[src/rtl/pwm_pkg.sv]
// Shared constants, mode encodings and ramp state type for the PWM duty sequencer.
// The timer and duty-ramp blocks take their parameter defaults from here.
package pwm_pkg;

    localparam int unsigned DUTY_W   = 6;
    localparam int unsigned PERIOD   = 32;
    localparam int unsigned DUTY_MAX = 32;
    localparam int unsigned STEP     = 1;

    // Divider reload reaches 7 at rate=3 (one step every 8 periods).
    localparam int unsigned DIV_W    = 3;

    localparam logic [1:0] MODE_DIRECT  = 2'b00;
    localparam logic [1:0] MODE_RAMP    = 2'b01;
    localparam logic [1:0] MODE_BREATHE = 2'b10;
    localparam logic [1:0] MODE_HOLD    = 2'b11;

    typedef enum logic [2:0] {
        IDLE  = 3'd0,
        UP    = 3'd1,
        DOWN  = 3'd2,
        BR_UP = 3'd3,
        BR_DN = 3'd4,
        HOLD  = 3'd5
    } ramp_state_t;

    // Periods between steps is 2^rate, so the divider reloads to 2^rate-1.
    function automatic logic [DIV_W-1:0] rate_reload(input logic [1:0] rate);
        logic [DIV_W-1:0] r;
        case (rate)
            2'd0:    r = 3'd0;
            2'd1:    r = 3'd1;
            2'd2:    r = 3'd3;
            default: r = 3'd7;
        endcase
        return r;
    endfunction

    function automatic logic state_moving(input ramp_state_t s);
        return (s == UP) || (s == DOWN) || (s == BR_UP) || (s == BR_DN);
    endfunction

endpackage

[src/rtl/pwm_period_timer.sv]
// Free-running period counter 0..PERIOD-1 with a one-cycle tick on the last count.
// Shared with the PWM stage so duty updates line up with its counter wrap.
module pwm_period_timer #(
    parameter int unsigned PERIOD = pwm_pkg::PERIOD
) (
    input  logic clk,
    input  logic rst,
    output logic period_tick
);

    localparam int unsigned CNT_W = $clog2(PERIOD);
    localparam logic [CNT_W-1:0] LAST = CNT_W'(PERIOD - 1);

    logic [CNT_W-1:0] pcnt_q;
    logic [CNT_W-1:0] pcnt_d;

    always_comb begin
        pcnt_d = (pcnt_q == LAST) ? '0 : pcnt_q + 1'b1;
    end

    always_ff @(posedge clk) begin
        if (rst) begin
            pcnt_q <= '0;
        end else begin
            pcnt_q <= pcnt_d;
        end
    end

    assign period_tick = (pcnt_q == LAST);

endmodule

[src/rtl/pwm_duty_ramp.sv]
// Duty-word sequencer: direct, slewed ramp, triangle breathe or hold, updated
// only at PWM period boundaries so the PWM stage never sees a mid-period change.
module pwm_duty_ramp #(
    parameter int unsigned DUTY_W   = pwm_pkg::DUTY_W,
    parameter int unsigned PERIOD   = pwm_pkg::PERIOD,
    parameter int unsigned DUTY_MAX = pwm_pkg::DUTY_MAX,
    parameter int unsigned STEP     = pwm_pkg::STEP
) (
    input  logic              clk,
    input  logic              rst,
    input  logic [DUTY_W-1:0] target,
    input  logic [1:0]        mode,
    input  logic [1:0]        rate,
    output logic [DUTY_W-1:0] duty_o,
    output logic              period_tick,
    output logic              busy,
    output logic              at_target
);

    import pwm_pkg::*;

    // The ceiling can never exceed what the duty word can represent.
    localparam int unsigned WORD_MAX    = (1 << DUTY_W) - 1;
    localparam int unsigned TGT_CLAMP_I = (DUTY_MAX > WORD_MAX) ? WORD_MAX : DUTY_MAX;
    localparam logic [DUTY_W-1:0] TGT_CLAMP = DUTY_W'(TGT_CLAMP_I);
    localparam logic [DUTY_W:0]   STEP_X    = (DUTY_W + 1)'(STEP);

    logic [DUTY_W-1:0] tgt_q,  tgt_d;
    logic [DUTY_W-1:0] duty_q, duty_d;
    logic [1:0]        mode_q, mode_d;
    logic [DIV_W-1:0]  div_q,  div_d;
    ramp_state_t       state_q, state_d;

    logic [DUTY_W-1:0] tgt_new;
    logic              step_ok;
    logic [DUTY_W:0]   up_sum;
    logic [DUTY_W:0]   dn_diff;
    logic              dn_under;
    logic [DUTY_W-1:0] up_lim;
    logic [DUTY_W-1:0] dn_lim;
    logic [DUTY_W-1:0] dn_floor;
    logic              br_go_up;

    pwm_period_timer #(
        .PERIOD(PERIOD)
    ) u_timer (
        .clk        (clk),
        .rst        (rst),
        .period_tick(period_tick)
    );

    // Step candidates, one bit wider so neither direction can wrap.
    always_comb begin
        tgt_new  = (target > TGT_CLAMP) ? TGT_CLAMP : target;
        step_ok  = (div_q == '0);
        up_sum   = {1'b0, duty_q} + STEP_X;
        dn_diff  = {1'b0, duty_q} - STEP_X;
        dn_under = ({1'b0, duty_q} < STEP_X);
        up_lim   = (up_sum > {1'b0, tgt_new}) ? tgt_new : up_sum[DUTY_W-1:0];
        dn_lim   = (dn_under || (dn_diff < {1'b0, tgt_new})) ? tgt_new : dn_diff[DUTY_W-1:0];
        dn_floor = dn_under ? '0 : dn_diff[DUTY_W-1:0];
        // Entering breathe picks its direction from where duty sits relative to target.
        br_go_up = (mode_q != MODE_BREATHE) ? (duty_q <= tgt_new) : (state_q == BR_UP);
    end

    always_comb begin
        tgt_d   = tgt_q;
        mode_d  = mode_q;
        div_d   = div_q;
        duty_d  = duty_q;
        state_d = state_q;

        if (period_tick) begin
            tgt_d  = tgt_new;
            mode_d = mode;
            div_d  = step_ok ? rate_reload(rate) : div_q - 1'b1;

            case (mode)
                MODE_DIRECT: begin
                    duty_d  = tgt_new;
                    state_d = IDLE;
                end
                MODE_RAMP: begin
                    if (step_ok && (duty_q < tgt_new)) begin
                        duty_d = up_lim;
                    end else if (step_ok && (duty_q > tgt_new)) begin
                        duty_d = dn_lim;
                    end
                    if (duty_d < tgt_new) begin
                        state_d = UP;
                    end else if (duty_d > tgt_new) begin
                        state_d = DOWN;
                    end else begin
                        state_d = IDLE;
                    end
                end
                MODE_BREATHE: begin
                    if (!step_ok) begin
                        state_d = (br_go_up && (duty_q <= tgt_new)) ? BR_UP : BR_DN;
                    end else if (br_go_up && (duty_q < tgt_new)) begin
                        duty_d  = up_lim;
                        state_d = (up_lim == tgt_new) ? BR_DN : BR_UP;
                    end else begin
                        // Also covers a target lowered under duty: descend, never jump.
                        duty_d  = dn_floor;
                        state_d = (dn_floor == '0) ? BR_UP : BR_DN;
                    end
                end
                default: begin
                    state_d = HOLD;
                end
            endcase
        end
    end

    always_ff @(posedge clk) begin
        if (rst) begin
            tgt_q   <= '0;
            duty_q  <= '0;
            mode_q  <= MODE_DIRECT;
            div_q   <= '0;
            state_q <= IDLE;
        end else begin
            tgt_q   <= tgt_d;
            duty_q  <= duty_d;
            mode_q  <= mode_d;
            div_q   <= div_d;
            state_q <= state_d;
        end
    end

    assign duty_o    = duty_q;
    assign busy      = state_moving(state_q);
    assign at_target = (duty_q == tgt_q);

endmodule

[config.mk]
export PLATFORM = sky130hd
export DESIGN_NAME = pwm_duty_ramp
export DESIGN_NICKNAME = d
export VERILOG_FILES = /design/src/rtl/pwm_pkg.sv /design/src/rtl/pwm_period_timer.sv /design/src/rtl/pwm_duty_ramp.sv
export SDC_FILE = /design/constraint.sdc
export NUM_CORES = 1
export LEC_CHECK = 0
export ABC_AREA = 1
export CORE_MARGIN = 2
export CORE_UTILIZATION = 45
export DETAILED_ROUTE_END_ITERATION = 7
export MAX_ROUTING_LAYER = met4
export PLACE_DENSITY_LB_ADDON = 0.3
export SYNTH_ARGS = -nofsm -noshare
export SYNTH_HDL_FRONTEND = slang
export SYNTH_SLANG_ARGS = --single-unit
[constraint.sdc]
create_clock -name clk -period 8.3 [get_ports clk]
set_input_delay 0.83 -clock clk [delete_from_list [all_inputs] [get_ports clk]]
set_output_delay 0.83 -clock clk [all_outputs]
set_load 0.02 [all_outputs]
Yosys cells after proc, flatten, opt, wreduce, memory -nomap -nowiden
Index checks and enable logic that the tools add are counted.
{"block": "word_totals", "reg_bits": 25, "input_bits": 12, "output_inout_bits": 9, "word_cells": 69}
{"block": "classes", "n_addsub": 4, "order_cmp": 9, "n_eq_ne": 13, "mux": 22, "reduce_logical": 15}
{"cell": "two-way mux 6 bit", "count": 10}
{"cell": "two-way mux 3 bit", "count": 6}
{"cell": "case mux 3 bit (3 select lines)", "count": 2}
{"cell": "case mux 6 bit (3 select lines)", "count": 1}
{"cell": "equality test 6 bit", "count": 2}
{"cell": "> comparator 6 bit", "count": 2}
{"cell": "< comparator 6 bit", "count": 2}
{"cell": "adder 6 x 1 -> 7 bit (second input constant)", "count": 1}
{"cell": "> comparator 7 x 6 -> 1 bit", "count": 1}
{"cell": "< comparator 7 x 6 -> 1 bit", "count": 1}
{"cell": "subtractor 6 x 1 -> 7 bit (second input constant)", "count": 1}
{"cell": "equality test 3 x 2 -> 1 bit (second input constant)", "count": 2}
{"cell": "> comparator 6 bit (second input constant)", "count": 1}
{"cell": "less-or-equal comparator 6 bit", "count": 1}
{"cell": "zero test 6 bit", "count": 1}
{"cell": "< comparator 6 x 1 -> 1 bit (second input constant)", "count": 1}
{"cell": "adder 5 x 1 -> 5 bit (second input constant)", "count": 1}
{"cell": "equality test 5 bit (second input constant)", "count": 1}
{"cell": "equality test 2 x 1 -> 1 bit (second input constant)", "count": 2}
{"cell": "equality test 2 bit (second input constant)", "count": 2}
{"cell": "logical AND 1 bit", "count": 4}
{"cell": "zero test 2 bit", "count": 2}
{"cell": "logical OR 1 bit", "count": 4}
{"cell": "two-way mux 2 bit", "count": 2}
{"cell": "other kinds (9)", "count": 10}

Depth between registers and ports, before layout
Gate-level depths: netlist of the first run.
{"block": "logic_depth", "ltp_word": 13, "depth_mapped": 27, "ltp_nobuf": 26}

Cells and area by module
From an unflattened synthesis of the first run, not the netlist that was laid out.
{"block": "unflattened", "cells_unflattened": 397, "area_unflattened_um2": 2602.5}
{"module": "pwm_duty_ramp", "n_inst": 1, "cells_each": 374, "area_each_um2": 2399.8, "seq_area_each_um2": 400.4}
{"module": "pwm_period_timer", "n_inst": 1, "cells_each": 23, "area_each_um2": 202.7, "seq_area_each_um2": 100.1}

Worst setup path after synthesis of the first run
OpenSTA, ideal clock, no wires.
{"block": "synth_path", "kind": "input port to flip-flop", "startpoint": "in target[5]", "endpoint": "reg state_q[0]", "setup_time_ns": 0.070, "arrival_time_ns": 3.393, "required_ns": 8.230, "slack_ns": 4.837, "cell_stages": 21, "path_buffers": 2, "cell_sequence": "inv_1 > buf_2 > nand2_1 > inv_1 > ha_1 > nor2_1 > nand2_1 > or2_4 > nand2_4 > buf_6 > o21ai_2 > o21ai_1 > o21ai_2 > ha_1 > nand2_1 > nor2_1 > o21ai_0 > o211ai_1 > o21ai_0 > inv_1 > a21oi_1"}
{"block": "synth_via", "elab_chain_len": 12, "word_cells_on_any_way": 27, "classes_between": "order compare: 7; eq/ne: 1; mux: 14; reduce/logical: 5"}
{"element": "start, declared", "line": "pwm_duty_ramp.sv:11", "source": "input logic [DUTY_W-1:0] target,"}
{"element": "> comparator 6 bit *", "line": "pwm_duty_ramp.sv:54", "source": "tgt_new = (target > TGT_CLAMP) ? TGT_CLAMP : target;"}
{"element": "two-way mux 6 bit *", "line": "pwm_duty_ramp.sv:54"}
{"element": "via tgt_new[0]", "line": "pwm_duty_ramp.sv:34", "source": "logic [DUTY_W-1:0] tgt_new;"}
{"element": "< comparator 7 x 6 -> 1 bit", "line": "pwm_duty_ramp.sv:60", "source": "dn_lim = (dn_under || (dn_diff < {1'b0, tgt_new})) ? tgt_new : dn_diff[DUTY_W-1:0];"}
{"element": "logical OR 1 bit", "line": "pwm_duty_ramp.sv:60"}
{"element": "two-way mux 6 bit", "line": "pwm_duty_ramp.sv:60"}
{"element": "two-way mux 6 bit", "line": "pwm_duty_ramp.sv:86", "source": "end else if (step_ok && (duty_q > tgt_new)) begin"}
{"element": "two-way mux 6 bit", "line": "pwm_duty_ramp.sv:84", "source": "if (step_ok && (duty_q < tgt_new)) begin"}
{"element": "two-way mux 6 bit", "line": "pwm_duty_ramp.sv:78", "source": "case (mode)"}
{"element": "two-way mux 6 bit", "line": "pwm_duty_ramp.sv:73", "source": "if (period_tick) begin"}
{"element": "< comparator 6 bit", "line": "pwm_duty_ramp.sv:89", "source": "if (duty_d < tgt_new) begin"}
{"element": "two-way mux 2 bit", "line": "pwm_duty_ramp.sv:89"}
{"element": "case mux 3 bit (3 select lines) *", "line": "pwm_duty_ramp.sv:78"}
{"element": "end signal, assigned", "line": "pwm_duty_ramp.sv:128", "source": "state_q <= state_d;"}
{"element": "end, declared", "line": "pwm_duty_ramp.sv:32", "source": "ramp_state_t state_q, state_d;"}
Mark *: on every way through the listed nets, which the timed path passes. The rest lies on a longest branch. The select of a mux whose other input is x is not followed.
A chain may end at the register's enable or synchronous reset.

Final worst setup path of the first run
Ends and elaborated chain as after synthesis.

==> metrics.txt, run 1 <==
wire per inst=14.4 um; flops & latches, synth=25; reg-to-reg slack, setup=4.46 ns; Final Hold Vio Count=0; H-tree levels=1; Site Rows=27; Area Overhead vs Synth=9.46%; Post-CTS Setup Inserts=0; Worst-Skew Late Latency=0.27 ns; Vias/cell=5.47; Num CTS Buffers=3; Die X=80.7 um; critical-path cell list=clkdlybuf4s50_1, inv_1, nand2_1, inv_1, ha_1, nor2_1, nand2_1, or2_4, nand2_4, nand2_1, o21ai_0, nand2_1, nand2_1, inv_1, nand2_1, ha_1, nand2_1, nor2_1, o21ai_0, o211ai_1, o21ai_0, inv_1, a21oi_1; Max VDD drop=79.5 uV; post-synth top area share=18.9%; post-synthesis net count=469; CP required=8.52 ns; non-filler instance count after layout=508; Hold-fix buffers, CTS=0; initial core utilization=47.2%; die area=6510 um^2; Post-synth EDFFs=0; Max Clk Rate=225 MHz; Slowest cell on crit path=clkdlybuf4s50_1; Tmin final=4.45 ns; crit path buf inv count=5; Power Density=92.0 nW/um^2; post-route ant nets=0; Final Util=51.6%; Slew Viols, Final=0; most common cell after layout, fill and taps aside=nand2_1; Die Height=80.7 um; crit path launch type=primary input; leakage power=1.37 nW; Worst-path clk slew=0.09 ns; core area=5610 um^2; gpl congestion=0.986; DP HPWL=5710 um; post-synthesis area per instance=6.22 um^2; post-synth top area cell=dfxtp_1; clk buf depth=2; CP peak stage delay=0.44 ns; Synth Instances=425; status=complete, no violations; via count=2,778; clk root buf=clkbuf_8; overall power=0.266 mW; Relative slew margins=66.3%; CP Class=in2reg; commonest non-fill, non-tap cells in the layout=nand2_1 (121), inv_1 (54), nor2_1 (33); total wire length=7320 um; synthesis warning total=0; Setup crit end kind=flip-flop; DRC Markers=0; Inst Count DP=504; nets=481; number of max-cap violations=0; most frequent CP cell=nand2_1; IO Pins=21; skew final=0.0109 ns; grt total ovfl=0; main flop type after synthesis=dfxtp_1; sequential fraction of the synthesis area=18.9%; crit path max fanout=22; DR iter-0 viols=250; synth top area cells=dfxtp_1 (19%), nand2_1 (17%), ha_1 (15%); number of port buffers=20; synthesized area=2650 um^2; RSZ-0062 raised after global routing=no; ys async rst share=0%; Worst Path Arrival=4.67 ns; FILL cells=596; Post-Route Setup TNS=0 ns; Final Cycle Share=53.6%; initial antenna violation count=0; delay-heaviest family, CP=simple AND/OR/NAND/NOR gates; total global-route track usage=24.7%; layout cell share with drive strength beyond 1=6.65%; vias in the first global route=2,528; Worst-Margin Slew=0.505 ns; post-cts resize count=0; Final setup viols=0; hold crit path type=reg2reg; DRT Pass-1 Iters=5; n_diodes=0; largest net degree at the start of global routing=23; CTS tree=yes; synth unique cells=30; first-pass GRT wire length=12,200 um; CTS sink cnt=25
==> cell usage after synthesis (7+ instances only) <==
| cell type | number |
|---|---|
| a21oi_1 | 30 |
| dfxtp_1 | 25 |
| ha_1 | 32 |
| inv_1 | 54 |
| nand2_1 | 121 |
| nand3_1 | 30 |
| nand4_1 | 7 |
| nor2_1 | 33 |
| o21ai_0 | 19 |
| o21ai_1 | 9 |
| o22ai_1 | 8 |
==> sequential cells by signal, summed over array words and instances, names as in the netlist <==
name and flops:
u_timer.pcnt_q 5, state_q 3, tgt_q 6, div_q 3
mode_q 2, duty_o 6
==> stage by stage <==
| step | setup slack, ns | area (um^2) | hold slack [ns] |
|---|---|---|---|
| 3_5_place_dp | 3.67 | 2850 | 0.448 |
| 6_report | 3.85 | 2900 | 0.460 |
| 2_1_floorplan | 4.84 | 2650 | 0.418 |
| 3_3_place_gp | 3.74 | 2850 | 0.433 |
| 5_1_grt | 3.50 | 2900 | 0.477 |
| 4_1_cts | 3.96 | 2900 | 0.465 |
==> final cells by class <==
class                      instances  area, um^2  area share [%]
multi-input combinational        330        1840            63.5
inverter                          56         210            7.26
tap                               72        90.1            3.11
clock buffer                       3        41.3            1.43
sequential                        25         500            17.3
clock inverter                     1        7.51           0.259
timing repair buffer              21         208            7.17
==> where the power goes <==
group | internal, mW | total (mW) | switching (mW)
sequential | 0.121 | 0.122 | 0.000725
clock | 0.0341 | 0.0740 | 0.0399
combinational | 0.0251 | 0.0705 | 0.0455
total | 0.180 | 0.266 | 0.0861
==> cell families (layout without fill, tap and decap cells) <==
kind of cell | count (synthesis) | after routing | share of synthesized area [%]
AOI/OAI and AO/OA | 80 | 80 | 17.2
xor gates and xnor gates | 6 | 6 | 1.99
adders and majority gates | 32 | 32 | 15.1
buffers and inverters | 70 | 81 | 11.6
DFF | 25 | 25 | 18.9
and+or+nand+nor | 212 | 212 | 35.2
==> worst paths after layout <==
kind / depth (start not counted) / start / to
min reg2reg: 1 / u_timer.pcnt_q[0] / u_timer.pcnt_q[0]
min: 1 / u_timer.pcnt_q[0] / u_timer.pcnt_q[0]
max reg2reg: 23 / duty_o[0] / state_q[0]
max: 23 / target[5] / state_q[0]
==> layer usage <==
metal	global-route usage, %	routed length (um)
met2	38.5	3200
met5	-	0
met4	4.58	93
met1	35.6	3580
met3	1.69	441
Power figures use the tool's default switching activity.
==> inputs of run 2 (changes only) <==
==> constraint.sdc (replaced) <==
create_clock -name clk -period 4.4 [get_ports clk]
set_input_delay 0.44 -clock clk [delete_from_list [all_inputs] [get_ports clk]]
set_output_delay 0.44 -clock clk [all_outputs]
set_load 0.02 [all_outputs]
==> run 2 against run 1 <==
Effect of this change: sequential power rose by 89%; combinational power increased by 93%; worst setup slack worse by 3.4 ns; largest cell class unchanged; flip-flop and latch count did not move; largest power group unchanged; cell count rose by 0.98%; die area is the same.
==> metrics.txt, run 2 (synthesized netlist as in run 1, its figures left out) <==
status=complete, no violations; Slowest cell on crit path=clkdlybuf4s50_1; leakage power=1.39 nW; critical-path cell list=clkdlybuf4s50_1, inv_1, nand2_1, inv_1, ha_1, nor2_1, nand2_1, or2_4, nand2_4, nand2_1, o21ai_0, nand2_1, nand2_1, inv_1, nand2_1, ha_1, nand2_1, nor2_1, o21ai_0, o211ai_1, o21ai_0, inv_1, a21oi_1; delay-heaviest family, CP=simple AND/OR/NAND/NOR gates; Slew Viols, Final=0; CTS sink cnt=25; Worst-path clk slew=0.10 ns; reg-to-reg slack, setup=0.66 ns; Area Overhead vs Synth=10.9%; crit path buf inv count=5; commonest non-fill, non-tap cells in the layout=nand2_1 (121), inv_1 (54), nor2_1 (33); Post-Route Setup TNS=0 ns; initial core utilization=47.2%; Post-CTS Setup Inserts=0; RSZ-0062 raised after global routing=no; largest net degree at the start of global routing=23; Vias/cell=5.48; first-pass GRT wire length=12,800 um; post-cts resize count=0; Final setup viols=0; total wire length=7400 um; n_diodes=0; vias in the first global route=2,662; Worst-Skew Late Latency=0.27 ns; most common cell after layout, fill and taps aside=nand2_1; Power Density=174 nW/um^2; layout cell share with drive strength beyond 1=7.71%; CTS tree=yes; IO Pins=21; Tmin final=3.95 ns; total global-route track usage=25.6%; Final Cycle Share=89.8%; grt total ovfl=0; Site Rows=27; nets=486; CP Class=in2reg; DRT Pass-1 Iters=5; Die X=80.7 um; Worst-Margin Slew=0.540 ns; DRC Markers=0; most frequent CP cell=nand2_1; CP peak stage delay=0.44 ns; number of port buffers=20; H-tree levels=1; DP HPWL=5850 um; crit path launch type=primary input; post-route ant nets=0; clk root buf=clkbuf_8; RR Endpoint=state_q[0]; dpl ws=0.230 ns; hold crit path type=reg2reg; initial antenna violation count=0; Hold Path End=u_timer.pcnt_q[0]; final worst setup slack=0.447 ns; worst r2r path cells=23; CP required=4.61 ns; hold depth=1; reg-to-reg startpoint=duty_o[0]; crit path max fanout=22; Max Clk Rate=253 MHz; Hold-fix buffers, CTS=0; clk buf depth=2; Num CTS Buffers=3; Worst Path Arrival=4.17 ns; Die Height=80.7 um; core area=5610 um^2; wire per inst=14.4 um; via count=2,810; number of max-cap violations=0; gpl congestion=1.02; die area=6510 um^2; Final Hold Vio Count=0; Max VDD drop=212 uV; skew final=0.00701 ns; Relative slew margins=63.9%; hold wc startpoint=u_timer.pcnt_q[0]; DR iter-0 viols=207; Setup crit end kind=flip-flop
[run 2: cell count changes in the layout (fill, tap and decap cells not counted), sizes merged]
cell	previous run	this run
buf	1	6
[run 2: routing by layer]
metal | part of all wire (%) | global-route usage, % | vias up
met5 | 0 | - | -
met4 | 3.4 | 8.98 | 0
met3 | 5.5 | 2.58 | 27
met2 | 43 | 38.8 | 82
met1 | 48 | 35.5 | 1284
li1 | - | - | 1417
[run 2: stage by stage]
stage          total power [mW]  cell area (um^2)  util, %  hold WS (ns)  instances
2_1_floorplan             0.331              2650        -         0.418        425
3_3_place_gp              0.367              2880     51.4         0.431        509
3_5_place_dp              0.369              2880     51.4         0.444        509
4_1_cts                   0.510              2930     52.3         0.464        513
5_1_grt                   0.539              2930     52.3         0.492        513
6_report                  0.510              2930     52.3         0.457        513
[run 2: where the power goes]
part	total, mW	internal (mW)	switching, mW
sequential	0.230	0.228	0.00141
combinational	0.136	0.0495	0.0869
clock	0.143	0.0643	0.0792
[run 2: how the worst max path moves through the flow]
stage,startpoint,end,slack [ns],cells after the start
4_1_cts,target[5],state_q[0],0.52,23
3_5_place_dp,target[5],state_q[0],0.23,23
6_report,target[5],state_q[0],0.45,23
2_1_floorplan,duty_o[0],state_q[0],1.11,21
5_1_grt,target[5],state_q[0],0.02,23
3_3_place_gp,target[5],state_q[0],0.33,23
[run 2: layout make-up]
cell class / instances / area (um^2)
multi-input cells: 330 / 1840
repair buffers: 26 / 245
clock inverters: 1 / 7.51
fillers: 606 / 2680
inverters: 56 / 210
clock buffers: 3 / 41.3
well taps: 72 / 90.1
flip-flops and latches: 25 / 500
==> inputs of run 3 (changes only) <==
--- a/config.mk
+++ b/config.mk
@@ -8,6 +8,7 @@
 export ABC_AREA = 1
 export CORE_MARGIN = 2
 export CORE_UTILIZATION = 45
+export CTS_CLUSTER_SIZE = 40
 export DETAILED_ROUTE_END_ITERATION = 7
 export MAX_ROUTING_LAYER = met4
 export PLACE_DENSITY_LB_ADDON = 0.3
==> results of run 3 <==
No change in the layout: final DEF, timing and power equal those of run 2.
